### src/rtl/bcd_display_mux.sv
// Multiplexed 7-segment display driver fed by a BCD converter; requests a refresh once per frame.
// Optional build macro LEADING_ZERO_BLANK_EN blanks leading zero digits (digit 0 always shown).
module bcd_display_mux #(
   parameter int unsigned nDigits  = 2,
   parameter int unsigned PRESCALE = 1000
) (
   input  logic                   clk,
   input  logic                   rst,
   input  logic [nDigits*4-1:0]   bcd,
   input  logic                   ready,
   output logic                   load,
   output logic [6:0]             seg,
   output logic [nDigits-1:0]     an
);

   localparam int unsigned PreW = $clog2(PRESCALE);
   localparam int unsigned DigW = (nDigits > 1) ? $clog2(nDigits) : 1;
   localparam logic [PreW-1:0] PreMax = PreW'(PRESCALE - 1);
   localparam logic [DigW-1:0] DigMax = DigW'(nDigits - 1);

   logic [nDigits*4-1:0] disp_q, disp_d;
   logic [PreW-1:0]      pre_cnt_q, pre_cnt_d;
   logic [DigW-1:0]      dig_idx_q, dig_idx_d;
   logic                 pending_q, pending_d;
   logic                 load_q, load_d;
   logic [6:0]           seg_q, seg_d;
   logic [nDigits-1:0]   an_q, an_d;
   logic                 tick, frame_wrap;
   logic [3:0]           cur_digit;
`ifdef LEADING_ZERO_BLANK_EN
   logic                 all_zero;
`endif

   function automatic logic [6:0] decode(input logic [3:0] d);
      logic [6:0] s;
      case (d)
         4'd0:    s = 7'b0111111;
         4'd1:    s = 7'b0000110;
         4'd2:    s = 7'b1011011;
         4'd3:    s = 7'b1001111;
         4'd4:    s = 7'b1100110;
         4'd5:    s = 7'b1101101;
         4'd6:    s = 7'b1111101;
         4'd7:    s = 7'b0000111;
         4'd8:    s = 7'b1111111;
         4'd9:    s = 7'b1101111;
         default: s = 7'b1000000;
      endcase
      return s;
   endfunction

   always_comb begin
      tick       = (pre_cnt_q == PreMax);
      frame_wrap = tick && (dig_idx_q == DigMax);

      pre_cnt_d = tick ? '0 : pre_cnt_q + PreW'(1);
      dig_idx_d = dig_idx_q;
      if (tick) begin
         dig_idx_d = (dig_idx_q == DigMax) ? '0 : dig_idx_q + DigW'(1);
      end

      disp_d = ready ? bcd : disp_q;

      // A ready coinciding with frame_wrap while pending only clears pending.
      load_d    = frame_wrap && !pending_q;
      pending_d = pending_q;
      if (ready) pending_d = 1'b0;
      if (load_d) pending_d = 1'b1;

      cur_digit = '0;
      an_d      = '0;
      for (int i = 0; i < int'(nDigits); i++) begin
         if (dig_idx_q == DigW'(i)) begin
            cur_digit = disp_q[i*4 +: 4];
            an_d[i]   = 1'b1;
         end
      end
      seg_d = decode(cur_digit);

`ifdef LEADING_ZERO_BLANK_EN
      // Walk down from the top digit; blank while everything at and above is zero.
      all_zero = 1'b1;
      for (int i = int'(nDigits) - 1; i > 0; i--) begin
         all_zero = all_zero && (disp_q[i*4 +: 4] == 4'd0);
         if (all_zero && (dig_idx_q == DigW'(i))) seg_d = '0;
      end
`endif
   end

   always_ff @(posedge clk or posedge rst) begin
      if (rst) begin
         disp_q    <= '0;
         pre_cnt_q <= '0;
         dig_idx_q <= '0;
         pending_q <= 1'b0;
         load_q    <= 1'b0;
         seg_q     <= '0;
         an_q      <= '0;
      end else begin
         disp_q    <= disp_d;
         pre_cnt_q <= pre_cnt_d;
         dig_idx_q <= dig_idx_d;
         pending_q <= pending_d;
         load_q    <= load_d;
         seg_q     <= seg_d;
         an_q      <= an_d;
      end
   end

   assign load = load_q;
   assign seg  = seg_q;
   assign an   = an_q;

endmodule
### config.mk
export PLATFORM = sky130hd
export DESIGN_NAME = bcd_display_mux
export DESIGN_NICKNAME = d
export VERILOG_FILES = /design/src/rtl/bcd_display_mux.sv
export SDC_FILE = /design/constraint.sdc
export NUM_CORES = 1
export LEC_CHECK = 0
export ABC_AREA = 1
export ABC_CLOCK_PERIOD_IN_PS = 1500
export CAP_MARGIN = 20
export CORE_MARGIN = 2
export CORE_UTILIZATION = 48
export DETAILED_ROUTE_END_ITERATION = 16
export PLACE_DENSITY = 0.85
export SLEW_MARGIN = 5
export SYNTH_ARGS = -nofsm -noshare
export SYNTH_HDL_FRONTEND = slang
export SYNTH_SLANG_ARGS = --single-unit
### constraint.sdc
create_clock -name clk -period 1.5 [get_ports clk]
set_input_delay 0.3 -clock clk [delete_from_list [all_inputs] [get_ports clk]]
set_output_delay 0.3 -clock clk [all_outputs]
set_load 0.02 [all_outputs]
# Word-level counts from Yosys, hierarchy flattened

Memory sizes are Yosys's and may differ from the RTL's. A register that Yosys moved wholly into a read port is not among the register bits.
Index checks and enable logic that the tools add are counted.

Eq/ne operators: 1
Add/sub/neg operators: 2
Multiplexer cells: 7
Reduce and logical (&&, ||, !) cells: 4

Operators with widths:

| cell                                           | number |
|---|---|
| adder 10 x 1 -> 10 bit (second input constant) | 1 |
| equality test 10 bit (second input constant)   | 1 |
| 2-to-1 mux 10 bit                              | 1 |
| 2-to-1 mux 1 bit                               | 5 |
| 2-to-1 mux 4 bit                               | 1 |
| logical AND 1 bit                              | 2 |
| nonzero test 2 bit                             | 1 |
| adder 1 bit (second input constant)            | 1 |
| logical NOT 1 bit                              | 1 |

Memory bits (read-only): 112
Bits in registers: 23
Memories: 1

Memory list:

| memory          | depth | bits a word | rd ports | clocked after Yosys merged registers in | wr ports | line | text |
|---|---|---|---|---|---|---|---|
| (no name shown) | 16    | 7           | 1        | 1                                       | 0        | 36   | `case (d)` |

# Longest topological paths before layout

Gate-level depths: netlist of the first run.

Depth in word-level cells: 4
Mapped depth: 10
Gate-level depth less buffers: 10

# Worst setup path after synthesis of the first run

No wires, ideal clock.

Kind: flip-flop to flip-flop
Start point: register dig_idx_q
End point: register seg_q[5] (netlist: seg[5])
Period minus slack after synthesis: 1618 ps
Stages on the path, launching flop included: 10
Path buffers: 1
Data arrival time: 1551 ps
Library setup time: 67 ps
Slack: -118 ps
Required time: 1433 ps
Cells stage by stage: dfrtp_1 > buf_6 > o21ai_0 > inv_1 > ha_1 > inv_1 > nand2_1 > nand2_1 > nand2_1 > nand2_1

Longest elaborated chain between the ends: 1

RTL lines:

| what                     | line | text |
|---|---|---|
| start: declaration       | 23   | `logic [DigW-1:0] dig_idx_q, dig_idx_d;` |
| start signal: assignment | 102  | `dig_idx_q <= dig_idx_d;` |
| 2-to-1 mux 4 bit         | 73   | `if (dig_idx_q == DigW'(i)) begin` |
| end: declaration         | 26   | `logic [6:0] seg_q, seg_d;` |

Every way passes these cells.
A chain may end at the register's enable or synchronous reset.

# Worst setup path in the final report of the first run

Ends and elaborated chain as after synthesis.

==> reports/metrics.cfg, run 1 <==
[clock_network]
cts_buffer_depth = 2
numClockSinks = 30
cts-htree-levels = 2
clock_latency_ns = 0.34
cts_inserted_buffers = 5
cts_tree = yes
clk_pin_slew_ns = 0.10
cts-root-buf = clkbuf_4

[worst_setup_path]
reg2regPathDepth = 8
end_kind = flip-flop
reg2reg_to = seg[5]$_DFF_PP0_
cp.required_ns = 1.78
cp-start-kind = flip-flop
path_max_fanout = 6
worstPathArrival_ns = 1.72
critPathKind = reg -> reg
regToRegStartpoint = dig_idx_q$_DFFE_PP0N_
r2r_slack_ns = 0.05

[routing]
drcViolationCount = 0
postRouteAntennaNets = 0
wl_per_cell_um = 12.2
num_vias = 1137
dr.pass1.iters = 4
wl_um = 2760
drtIter0Drc = 33
via_per_inst = 5.03

[floorplanning]
core_area_um2 = 2830
die_w_um = 59.1
rows = 19
die_y_um = 59.1
initial_utilization_pct = 51.5
die_area_um2 = 3490
io_pins = 21

[synthesis]
ys_async_sr_fraction_pct = 100
synth_top_area_share_pct = 51.5
postSynthCellCount = 162
ys.flop_type = dfrtp_1
syn_area_per_cell_um2 = 9.00
ys_types = 24
synth_edf_count = 0
ys_top_cells_by_count = nand2_1 (44), dfrtp_1 (30), inv_1 (21)
synthTopCellsByArea = dfrtp_1 (52%), nand2_1 (11%), ha_1 (6.0%)
synth-seq-area-share_pct = 51.5
netlist_area_um2 = 1460
synth_top_cell_by_area = dfrtp_1
synth-seq-cells = 30
syn-num-nets = 180
yosysWarnings = 0
yosysMostFrequentCell = nand2_1

[timing]
relSlewSlack_pct = 75.3
tightest_slew_ns = 0.370
fin_crit_sh_pct = 96.4
setup_viol = 0
timing.final.ws_setup_ns = 0.0537
min_period_ns = 1.45
slew_viol_final = 0
max_clock_freq_mhz = 691
finalClockSkew_ns = 0.0122
final-hold-violation-count = 0
hold_ws_ns = 0.307
tns_ns = 0

[finish]
post_route_cells_drive_above_1_share_pct = 20.0
final_core_util_pct = 64.0
insertedDiodeCount = 0
fin_area_um2 = 1810
fin_cells = 226
final_nets = 212
area_growth_pct = 24.3

[power]
power.total_mw = 1.78
leakage_nw = 0.991
peakVddDrop_uv = 580
power_density_nw_per_um2 = 980

[place]
place_hpwl_um = 2050
place.gp.congestion = 0.874
pre_cts_ws_ns = 0.0844
dp_cells = 216
placed_area_um2 = 1720
portBuffers = 20

[run_status]
status = completed

[global_route]
grt_pass1_wl_um = 4790
track_usage_pct = 19.1
first_global_vias = 1153
grt_max_degree = 31
globalRoute.totalOverflow = 0
antenna_found_initial = 0

[run]
drv_cap = 0

[min_path]
hp-class = in -> async

[what timing repair did]
| action | CTS | global route |
|---|---|---|
| pin swaps | 0 | 2 |
| endpoints found under the setup margin | 10 | 4 |
| gates cloned | 0 | 0 |
| hold buffers | 0 | 0 |
| resized for setup | 10 | 3 |
| buffers inserted | 0 | 2 |
[cell type report]
type / count / area, um2
fillers: 222 / 1020
flip-flops and latches: 30 / 752
multi-input cells: 107 / 617
repair buffers: 27 / 240
inverters: 23 / 86.3
clock inverters: 3 / 40.0
well taps: 31 / 38.8
clock buffers: 5 / 37.5
[worst max-delay path by stage]
stage | depth (start not counted) | end | slack [ns] | start
after floorplan | 9 | seg[5]$_DFF_PP0_ | 0.03 | dig_idx_q$_DFFE_PP0N_
after global placement | 2 | disp_q[1]$_DFFE_PP0P_ | 0.12 | ready
final | 8 | seg[5]$_DFF_PP0_ | 0.05 | dig_idx_q$_DFFE_PP0N_
after detailed placement | 8 | seg[5]$_DFF_PP0_ | 0.08 | dig_idx_q$_DFFE_PP0N_
after CTS | 8 | seg[3]$_DFF_PP0_ | 0.04 | dig_idx_q$_DFFE_PP0N_
after global routing | 8 | seg[5]$_DFF_PP0_ | -0.05 | dig_idx_q$_DFFE_PP0N_
[placed cells by master (no fill, tap or decap), drive strengths merged, types with 6 or more instances in the layout]
master / count
inv: 23
ha: 7
nand3: 6
nand2: 50
nor2: 21
o21ai: 11
dfrtp: 30
dlygate4sd2: 10
buf: 7
clkdlybuf4s50: 10
[critical path, cell delays in order (launching register included)]
cell	delay, ns
dfrtp_2	0.47
o21ai_4	0.24
inv_1	0.12
ha_1	0.19
inv_1	0.07
nand2_1	0.09
nand2_1	0.09
nand2_1	0.06
nand2_1	0.06
[cells by family (layout without fill, tap and decap cells)]
| family | count (synthesis) | count (layout) | synth area share [%] |
|---|---|---|---|
| AND/OR/NAND/NOR | 80 | 80 | 25.9 |
| buffers and inverters | 25 | 58 | 6.95 |
| XOR/XNOR | 1 | 1 | 0.601 |
| adder cells (fa/ha/maj) | 7 | 7 | 6.01 |
| AO/OA/AOI/OAI | 16 | 16 | 6.70 |
| multiplexers | 3 | 3 | 2.32 |
| flip-flops | 30 | 30 | 51.5 |
[routing by layer]
layer  share of wire (%)  wire (um)  GRT usage (%)
met1                  38       1060           19.1
met4                 2.2         60           10.4
met5                   0          0              0
met3                 3.8        106           6.55
met2                  56       1530           34.4
[power by group]
group | total (mW) | leakage [nW] | internal (mW) | switching (mW)
logic | 0.266 | 0.579 | 0.110 | 0.156
clock network | 0.633 | 0.0450 | 0.345 | 0.288
registers | 0.876 | 0.366 | 0.857 | 0.0192
total | 1.78 | 0.991 | 1.31 | 0.464
[state kept, by name (all words and copies together), names as in the netlist]
register   flops
pre_cnt_q     10
disp_q         8
seg            7
an             2
dig_idx_q      1
load           1
pending_q      1
No activity file was read; power rests on OpenSTA's default activity.
==> run 2, diff against run 1 <==
--- a/config.mk
+++ b/config.mk
@@ -8,11 +8,10 @@
 export ABC_AREA = 1
 export ABC_CLOCK_PERIOD_IN_PS = 1500
 export CAP_MARGIN = 20
-export CORE_MARGIN = 2
+export CORE_MARGIN = 3
 export CORE_UTILIZATION = 48
 export DETAILED_ROUTE_END_ITERATION = 16
 export PLACE_DENSITY = 0.85
-export SLEW_MARGIN = 5
 export SYNTH_ARGS = -nofsm -noshare
 export SYNTH_HDL_FRONTEND = slang
 export SYNTH_SLANG_ARGS = --single-unit
==> run 2 against run 1 <==
Worst setup slack better by 0.066 ns; combinational power is 2% lower; global-route usage shrank 1.8 points; register-to-register slack improved by 0.07 ns; core utilization shrank 1.2 points; critical path type unchanged; critical endpoint is now seg[3]$_DFF_PP0_; highest routed layer unchanged.
==> reports/metrics.cfg, run 2 (synthesized netlist as in run 1, its figures left out) <==
[clock_network]
numClockSinks = 30  ; unchanged
clock_latency_ns = 0.33  ; about the same
clk_pin_slew_ns = 0.09  ; about the same
cts_inserted_buffers = 5  ; unchanged
cts_hold_buf = 0  ; unchanged
cts-root-buf = clkbuf_4
cts_buffer_depth = 2  ; unchanged
cts-htree-levels = 2  ; unchanged
cts_tree = yes

[routing]
num_vias = 1115  ; -1.9%
postRouteAntennaNets = 0  ; unchanged
drcViolationCount = 0  ; unchanged
via_per_inst = 4.98  ; -1.1%
wl_um = 2710  ; -1.9%
drtIter0Drc = 66  ; +100%
wl_per_cell_um = 12.1  ; -1.0%
dr.pass1.iters = 4  ; unchanged

[finish]
final_cell_mix = nand2_1 (44), dfrtp_1 (29), inv_1 (20)
final_common_cell = nand2_1
top_register = pre_cnt_q
largest_reg_flops = 10  ; unchanged
post_route_cells_drive_above_1_share_pct = 18.7  ; -1.3 points
area_growth_pct = 22.1
fin_area_um2 = 1780  ; -1.8%
insertedDiodeCount = 0  ; unchanged
final_nets = 211  ; -0.47%

[min_path]
hp-class = in -> async

[worst_setup_path]
crit_slowest_cell = dfrtp_2
r2r_slack_ns = 0.12  ; +0.07 ns
regToRegStartpoint = dig_idx_q$_DFFE_PP0N_
cp.required_ns = 1.72  ; -0.06 ns
reg2reg_to = seg[3]$_DFF_PP0_
reg2regPathDepth = 6  ; -2
cp-start-kind = flip-flop
cpMostUsedCell = nand2_1
critPathKind = reg -> reg
cp.buffers_inverters = 0  ; -2
slowest_delay_ns = 0.48  ; about the same
critPathLaunch = dig_idx_q$_DFFE_PP0N_
crit_chain = o21ai_4 > ha_1 > nand2_1 > nand2_1 > nand2_1 > nand2_1
worstPathArrival_ns = 1.60  ; -0.12 ns
path_max_fanout = 6  ; unchanged
end_kind = flip-flop
crit_family = flip-flops

[power]
switchingPower_mw = 0.431  ; -7.0%
p_seq_share_pct = 55.7  ; +6.4 points
p_sw_share_pct = 27.4  ; +1.3 points
power_density_nw_per_um2 = 883  ; -9.8%
intPower_mw = 1.14  ; -13%
clkPwrFrac_pct = 27.7  ; -8.0 points
power_frac_comb_pct = 16.6  ; +1.6 points
peakVddDrop_uv = 580  ; about the same
leakage_nw = 0.966  ; -2.4%

[floorplanning]
rows = 19  ; unchanged
initial_utilization_pct = 51.5  ; unchanged
die_w_um = 61.1  ; +3.4%
io_pins = 21  ; unchanged
core_area_um2 = 2830  ; unchanged
die_area_um2 = 3730  ; +6.9%
die_y_um = 61.1  ; +3.4%

[global_route]
antenna_found_initial = 0  ; unchanged
grt_max_degree = 31  ; unchanged
track_usage_pct = 17.3  ; -1.8 points
first_global_vias = 1099  ; -4.7%
grt_pass1_wl_um = 4600  ; -4.0%
globalRoute.totalOverflow = 0  ; unchanged

[timing]
max_clock_freq_mhz = 724  ; +4.8%
tns_ns = 0  ; unchanged
fin_crit_sh_pct = 92.0  ; -4.4 points
min_period_ns = 1.38  ; -0.0657 ns
setup_viol = 0  ; unchanged
rsz0062_at_grt = false
tightest_slew_ns = 0.366  ; -0.00361 ns
final-hold-violation-count = 0  ; unchanged
relSlewSlack_pct = 75.6  ; +0.24 points
hold_ws_ns = 0.321  ; +0.0140 ns
slew_viol_final = 0  ; unchanged
finalClockSkew_ns = 0.00958  ; -0.00263 ns

[run_status]
status = completed

[place]
placed_area_um2 = 1720  ; unchanged
place_hpwl_um = 1960  ; -4.7%
place.gp.congestion = 0.908  ; +3.9%
portBuffers = 20  ; unchanged

[run]
drv_cap = 0  ; unchanged

-- run 2: repair_timing --
item	4_1_cts	5_1_grt
pin swaps	0	1
setup endpoints to repair	10	4
setup buffers	0	1
gates resized for setup	10	5
-- run 2: worst max-delay path by stage --
| stage | end | slack (ns) | cells after the start |
|---|---|---|---|
| floorplan | seg[5]$_DFF_PP0_ | 0.03 | 9 |
| global placement | disp_q[1]$_DFFE_PP0P_ | 0.12 | 2 |
| detailed placement | seg[5]$_DFF_PP0_ | 0.05 | 8 |
| CTS | seg[5]$_DFF_PP0_ | 0.01 | 8 |
| global route | seg[5]$_DFF_PP0_ | 0.005 | 9 |
| finish | seg[3]$_DFF_PP0_ | 0.12 | 6 |
-- run 2: routing by layer --
layer	routed length [um]	global-route usage [%]	part of all wire (%)	up-vias
li1	-	-	-	558
met4	52	8.67	1.9	0
met2	1460	29.3	54	26
met5	0	0	0	-
met1	1060	19.0	39	524
met3	134	6.50	5.0	7
-- run 2: power by group through the flow --
stage	combinational (mW)	sequential [mW]	clock [mW]
after floorplan	0.111	0.927	0
after CTS	0.254	0.874	0.460
after global routing	0.289	0.881	0.499
after detailed placement	0.274	0.891	0
after global placement	0.262	0.891	0
final	0.261	0.875	0.435
-- run 2: through the flow --
stage	instances	setup WS [ns]	utilization (%)	power, mW
after global placement	216	0.116	60.8	1.15
after floorplan	162	0.0250	-	1.04
final	224	0.119	62.9	1.57
after global routing	224	0.00523	62.9	1.67
after detailed placement	216	0.0483	60.8	1.17
after CTS	223	0.0101	61.9	1.59
-- run 2: final cells by class --
cell class,instances,area [um2]
fill,240,1050
sequential,30,752
multi-input combinational,107,624
timing repair buffer,26,233
inverter,23,86.3
clock buffer,7,45.0
tap,31,38.8
-- run 2: worst min-delay path, delay by kind of cell --
family   cells  cell delay (ns)
buf+inv      3             0.77
